===== src/rtl/thirty_two_to_five_encoder.sv =====
// Purpose: 32-request pending register with a 5-bit index encoder; lowest index wins, or round-robin with ENCODER_ROUND_ROBIN_EN.
// Latency: req_bits pulse -> out_valid two cycles later; at most one grant every two cycles.
// Backpressure: a presented grant is held until out_ready; its pending bit clears on that handshake.
module thirty_two_to_five_encoder (
   input  logic        clk,
   input  logic        reset,
   input  logic        enabled,
   input  logic [31:0] req_bits,
   input  logic        out_ready,
   output logic [4:0]  select_bits,
   output logic        out_valid,
   output logic [31:0] pending
);

   localparam logic [0:0] IDLE    = 1'b0;
   localparam logic [0:0] PRESENT = 1'b1;

   logic [0:0]  state;
   logic [31:0] clear_mask;
   logic [31:0] pending_next;
   logic [4:0]  winner;
   logic        found;
   logic        handshake;

   assign handshake = (state == PRESENT) && out_ready;

   // A request arriving in the handshake cycle re-sets the bit being cleared.
   always_comb begin
      clear_mask = 32'h0;
      if (handshake) begin
         clear_mask = 32'd1 << select_bits;
      end
      pending_next = pending & ~clear_mask;
      if (enabled) begin
         pending_next = pending_next | req_bits;
      end
   end

`ifdef ENCODER_ROUND_ROBIN_EN
   logic [4:0] rr_ptr;
   logic [4:0] idx;

   // Search starts one past the last granted index and wraps 31 -> 0.
   always_comb begin
      winner = 5'd0;
      found  = 1'b0;
      idx    = 5'd0;
      for (int i = 0; i < 32; i++) begin
         idx = rr_ptr + 5'(i);
         if (!found && pending[idx]) begin
            winner = idx;
            found  = 1'b1;
         end
      end
   end

   always_ff @(posedge clk) begin
      if (reset) begin
         rr_ptr <= 5'd0;
      end else if (handshake) begin
         rr_ptr <= select_bits + 5'd1;
      end
   end
`else
   always_comb begin
      winner = 5'd0;
      found  = 1'b0;
      for (int i = 0; i < 32; i++) begin
         if (!found && pending[i]) begin
            winner = 5'(i);
            found  = 1'b1;
         end
      end
   end
`endif

   always_ff @(posedge clk) begin
      if (reset) begin
         state       <= IDLE;
         pending     <= 32'h0;
         select_bits <= 5'd0;
         out_valid   <= 1'b0;
      end else begin
         pending <= pending_next;
         if (state == IDLE) begin
            if (enabled && found) begin
               select_bits <= winner;
               out_valid   <= 1'b1;
               state       <= PRESENT;
            end
         end else begin
            if (out_ready) begin
               out_valid <= 1'b0;
               state     <= IDLE;
            end
         end
      end
   end

endmodule


===== config.mk =====
export PLATFORM = sky130hd
export DESIGN_NAME = thirty_two_to_five_encoder
export DESIGN_NICKNAME = d
export VERILOG_FILES = /design/src/rtl/thirty_two_to_five_encoder.sv
export SDC_FILE = /design/constraint.sdc
export NUM_CORES = 1
export LEC_CHECK = 0
export BUFFER_PORTS_ARGS = -buffer_cell sky130_fd_sc_hd__buf_2
export CAP_MARGIN = 30
export CORE_MARGIN = 2
export CORE_UTILIZATION = 40
export DETAILED_ROUTE_END_ITERATION = 7
export PLACE_DENSITY = 0.8
export SYNTH_ARGS = -nofsm -noshare
export SYNTH_HDL_FRONTEND = slang
export SYNTH_SLANG_ARGS = --single-unit

===== constraint.sdc =====
create_clock -name clk -period 2.09 [get_ports clk]
set_clock_uncertainty 0.2 [all_clocks]
set_input_delay 0 -clock clk [delete_from_list [all_inputs] [get_ports clk]]
set_output_delay 0 -clock clk [all_outputs]
set_load 0.02 [all_outputs]

# Yosys cells after proc, flatten, opt, wreduce, memory -nomap -nowiden
# Index checks and enable logic that the tools add are counted.
op_classes:
  eq_ne: 1
  shift: 1
  n_mux: 71
  bitwise_logic: 4
  n_reduce_logical: 67
ops:
  columns: ["cell", "n"]
  rows:
  - ["5-bit 2-to-1 mux", 30]
  - ["32-bit 2-to-1 mux", 2]
  - ["1-bit 2-to-1 mux", 39]
  - ["1-bit logical AND", 33]
  - ["32-bit AND", 1]
  - ["32-bit inverter", 1]
  - ["32-bit bitwise OR", 1]
  - ["1-bit by 5-bit << shifter with 32-bit output, first input constant", 1]
  - ["1-bit logical NOT", 31]
  - ["2-bit AND reduction", 2]
  - ["2-bit != test, second input constant", 1]
  - ["2-bit nonzero test", 1]
  - ["1-bit inverter", 1]
word_totals:
  reg_bits: 39
  input_bits: 36
  word_cells: 148

# Longest topological paths before layout
logic_depth:
  depth_word: 97
  mapped_depth: 5
  ltp_nobuf: 5

# Worst setup path before layout
# No wires, ideal clock.
synth_timing:
  path_type: "register to register"
  from: "register pending[2]"
  to: "register out_valid"
  setup_time_ns: 0.143
  t_arrival_ns: 1.758
  t_required_ns: 1.747
  slack_ns: -0.010
  stages_incl_launch_ff: 6
  n_path_buf: 0
  period_less_slack_ns: 2.100
  cell_sequence: "dfxtp_1 > or4_4 > nor4_4 > nand2_1 > o21ai_4 > a221oi_1"
synth_between:
  elab_chain_len: 92
synth_lines:
  columns: ["item", "line", "text"]
  rows:
  - ["start: declaration", "12", "output logic [31:0] pending"]
  - ["start signal: assignment", "84", "pending <= pending_next;"]
  - ["1-bit logical AND *", "69", "if (!found && pending[i]) begin"]
  - ["1-bit 2-to-1 mux *", "69", null]
  - ["1-bit logical NOT", "69", null]
  - ["1-bit logical AND", "69", null]
  - ["1-bit 2-to-1 mux *", "69", null]
  - ["1-bit logical NOT", "69", null]
  - ["1-bit logical AND", "69", null]
  - ["1-bit 2-to-1 mux *", "69", null]
  - ["[... 76 more ...]", null, null]
  - ["1-bit logical AND", "69", null]
  - ["1-bit 2-to-1 mux *", "69", null]
  - ["1-bit logical NOT", "69", null]
  - ["1-bit logical AND", "69", null]
  - ["1-bit 2-to-1 mux *", "69", null]
  - ["1-bit logical AND *", "86", "if (enabled && found) begin"]
  - ["2-bit nonzero test (no line) *", null, null]
  - ["2-bit AND reduction (no line) *", null, null]
  - ["end signal: assignment", "82", "out_valid <= 1'b0;"]
  - ["end signal: assignment", "88", "out_valid <= 1'b1;"]
  - ["end signal: assignment", "93", "out_valid <= 1'b0;"]
  - ["end: declaration", "11", "output logic out_valid,"]
# Mark *: on every way between the ends. The rest lies on a longest branch, timed or not.
# A chain may end at the register's enable or synchronous reset.

# Worst setup path after layout
layout_timing:
  from: "register pending[2]"
  to: "register select_bits[1]"
layout_between:
  elab_chain_len: 91
layout_lines:
  columns: ["item", "line", "text"]
  rows:
  - ["1-bit logical AND *", "69", null]
  - ["1-bit 2-to-1 mux", "69", null]
  - ["1-bit logical NOT", "69", null]
  - ["1-bit logical AND", "69", null]
  - ["1-bit 2-to-1 mux", "69", null]
  - ["1-bit logical NOT", "69", null]
  - ["1-bit logical AND", "69", null]
  - ["1-bit 2-to-1 mux", "69", null]
  - ["[... 75 more ...]", null, null]
  - ["1-bit logical NOT", "69", null]
  - ["1-bit logical AND", "69", null]
  - ["1-bit 2-to-1 mux", "69", null]
  - ["1-bit logical NOT", "69", null]
  - ["1-bit logical AND", "69", null]
  - ["1-bit 2-to-1 mux", "69", null]
  - ["1-bit logical AND", "86", null]
  - ["2-bit AND reduction (no line)", null, null]
  - ["end signal: assignment", "87", "select_bits <= winner;"]
  - ["end: declaration", "10", "output logic [4:0] select_bits,"]
# Marked as above.

==> metrics.txt <==
GR Overflow Total 0; Hold Path Stages 4; vias in the first global route ~2.2k; Post-synth EDFFs 0; RSZ-0062 raised after global routing yes; post-layout worst setup margin about 0.013 ns; Syn Std Cell Area 1850 um^2; drt wl/cell between 10 and 15 um; area grow syn2layout 63.5%; row cnt 24; DR iter-0 viols 218; initial antenna violation count 0; post-synth cell types 31; ys flop type dfxtp_1; I/O Buffers 73; Vias/cell about 5.5; RD Place Congestion around 0.9; r2r setup slk 0.01 ns; Worst EP required roughly 2.1 ns; ys async rst share 0; WL final between 6000 and 7000 um; fin cells between 400 and 500; Max clock buf depth 2; count leader, synth nand2_1; Crit Reg-Reg Endpoint select_bits[1]; VDD IR max between 0.0003 and 0.0004 V; Worst slew margin 0.631; Pre-antenna DRT Iters 8; IO Count 74; top area cells in the synthesized netlist dfxtp_1 (42%), a21oi_1 (9.4%), o21ai_0 (8.9%), nand2_1 (8.3%), nor2_1 (3.6%); Tmin final approximately 2.1 ns; measured slew at the worst slew-check pin approximately 0.55 ns; clk sink count 39; setup TNS 0 ns; clock root cell clkbuf_8; post-synth top area share 0.421; Leakage ~1.3 nW; worst-path maximum fanout 6; CP Launch Type flip-flop; Die Y 72.1 um; critical path class flip-flop to flip-flop; R2R Path Start pending[2]; Yosys reg bits 39; CTS tree built; largest net degree at the start of global routing 31; clock slew seen by the registers of the worst setup and hold paths roughly 0.080 ns; Hold WS 0.138 ns; R2R cell count 5; pre-CTS setup slack around 0.037 ns; top cells by count, synth nand2_1 (41), dfxtp_1 (39), a21oi_1 (35); Avg Cell Area, Syn approximately 7.7 um^2; Max Clk Rate slightly below 500 MHz; H-tree depth 2; GRT Resource Usage Total 0.256; core area between 4000 and 5000 um^2; fin nets between 400 and 500; first-pass GRT wire length 10400 um; cell count after placement between 300 and 400; Die X 72.1 um; Syn. warnings 0; Initial Util 0.420; die area about 5200 um^2; pwr/cell area 682 nW/um^2; final period utilization 0.994; Hold Path End pending[28]; crit path capture type flip-flop; cell count after synthesis about 240; final hold vios 0; WP data arrival 2.05 ns; DP HPWL ~4400 um; Detail Route Antenna Nets 0; hold_sp enabled; syn nets roughly 280; HP Class input port to flip-flop; worst-skew pair later-pin latency ~0.30 ns; routed via count around 2.4k; max-cap violations 0; run status completed; Seq/Total Area, Yosys 0.421; layout cells sized above 1 0.305; Final Max Slew Viols 0; endpoints failing setup 0; cell taking the most area after synthesis dfxtp_1; Antenna Cells 0; CTS Buf Count 5; DRC 0
==> worst max-delay path by stage <==
stage | start | endpoint | slack, ns | depth (start not counted)
CTS | pending[2] | out_valid | 0.02 | 5
floorplan | pending[2] | out_valid | 0.02 | 5
global route | pending[2] | select_bits[1] | -0.08 | 5
global placement | pending[2] | out_valid | 0.08 | 5
detailed placement | pending[2] | out_valid | 0.04 | 5
finish | pending[2] | select_bits[1] | 0.01 | 5
==> critical path, cell delays in order, from the launching register on <==
cell,delay (ns)
dfxtp_2,0.32
or4_4,0.57
nor4_4,0.34
nand2_2,0.13
o21ai_4,0.29
a211oi_2,0.11
==> sequential cells by signal (all words and copies together), names as in the netlist <==
signal       cells
pending         32
select_bits      5
state            1
out_valid        1
==> placed cells by master, fill, tap and decap left out, types with 6 or more instances in the layout <==
master          n
buf_2          73
dlygate4sd3_1  49
nand2_1        40
dfxtp_1        36
a21oi_1        34
o21ai_0        32
buf_4          19
nor2_1         17
inv_1           8
nor3_1          8
nand3_1         6
nor4_1          6
clkbuf_8        6
==> where the power goes <==
group	total, mW	switching (mW)	internal, mW
clock network	0.665	0.278	0.386
logic	0.547	0.295	0.252
registers	0.856	0.0569	0.799
total	2.07	0.630	1.44
==> cells by family after synthesis <==
logic type             share of synthesized area
flip-flops                                 0.421
AND/OR/NAND/NOR                            0.261
AO/OA/AOI/OAI                              0.285
buffers and inverters                     0.0324
==> what timing repair did <==
| item | 4_1_cts | 5_1_grt |
|---|---|---|
| setup buffers | 0 | 1 |
| setup endpoints to repair | 0 | 8 |
| hold buffers | 49 | 0 |
| hold endpoints to repair | 37 | 0 |
| resized for setup | 0 | 10 |
==> layer usage <==
| metal | wire (um) | track usage |
|---|---|---|
| met5 | 0 | 0 |
| met4 | 133 | 0.117 |
| met3 | 469 | 0.0361 |
| met2 | 3170 | 0.405 |
| met1 | 2740 | 0.345 |
==> per-stage QoR <==
| step | instance area [um^2] | power (mW) | util |
|---|---|---|---|
| floorplan | 1850 | 1.14 | - |
| global route | 3030 | 2.15 | 0.687 |
| CTS | 3000 | 2.05 | 0.679 |
| detailed placement | 2390 | 1.32 | 0.541 |
| global placement | 2390 | 1.31 | 0.541 |
| finish | 3030 | 2.07 | 0.687 |
==> cell type report <==
type | count | area, um^2
Clock inverter | 2 | 35.0
Fill cell | 361 | 1380
Multi-Input combinational cell | 187 | 1040
Inverter | 8 | 30.0
Clock buffer | 6 | 82.6
Timing Repair Buffer | 141 | 998
Tap cell | 52 | 65.1
Sequential cell | 39 | 785
No activity file was read; power rests on OpenSTA's default activity.
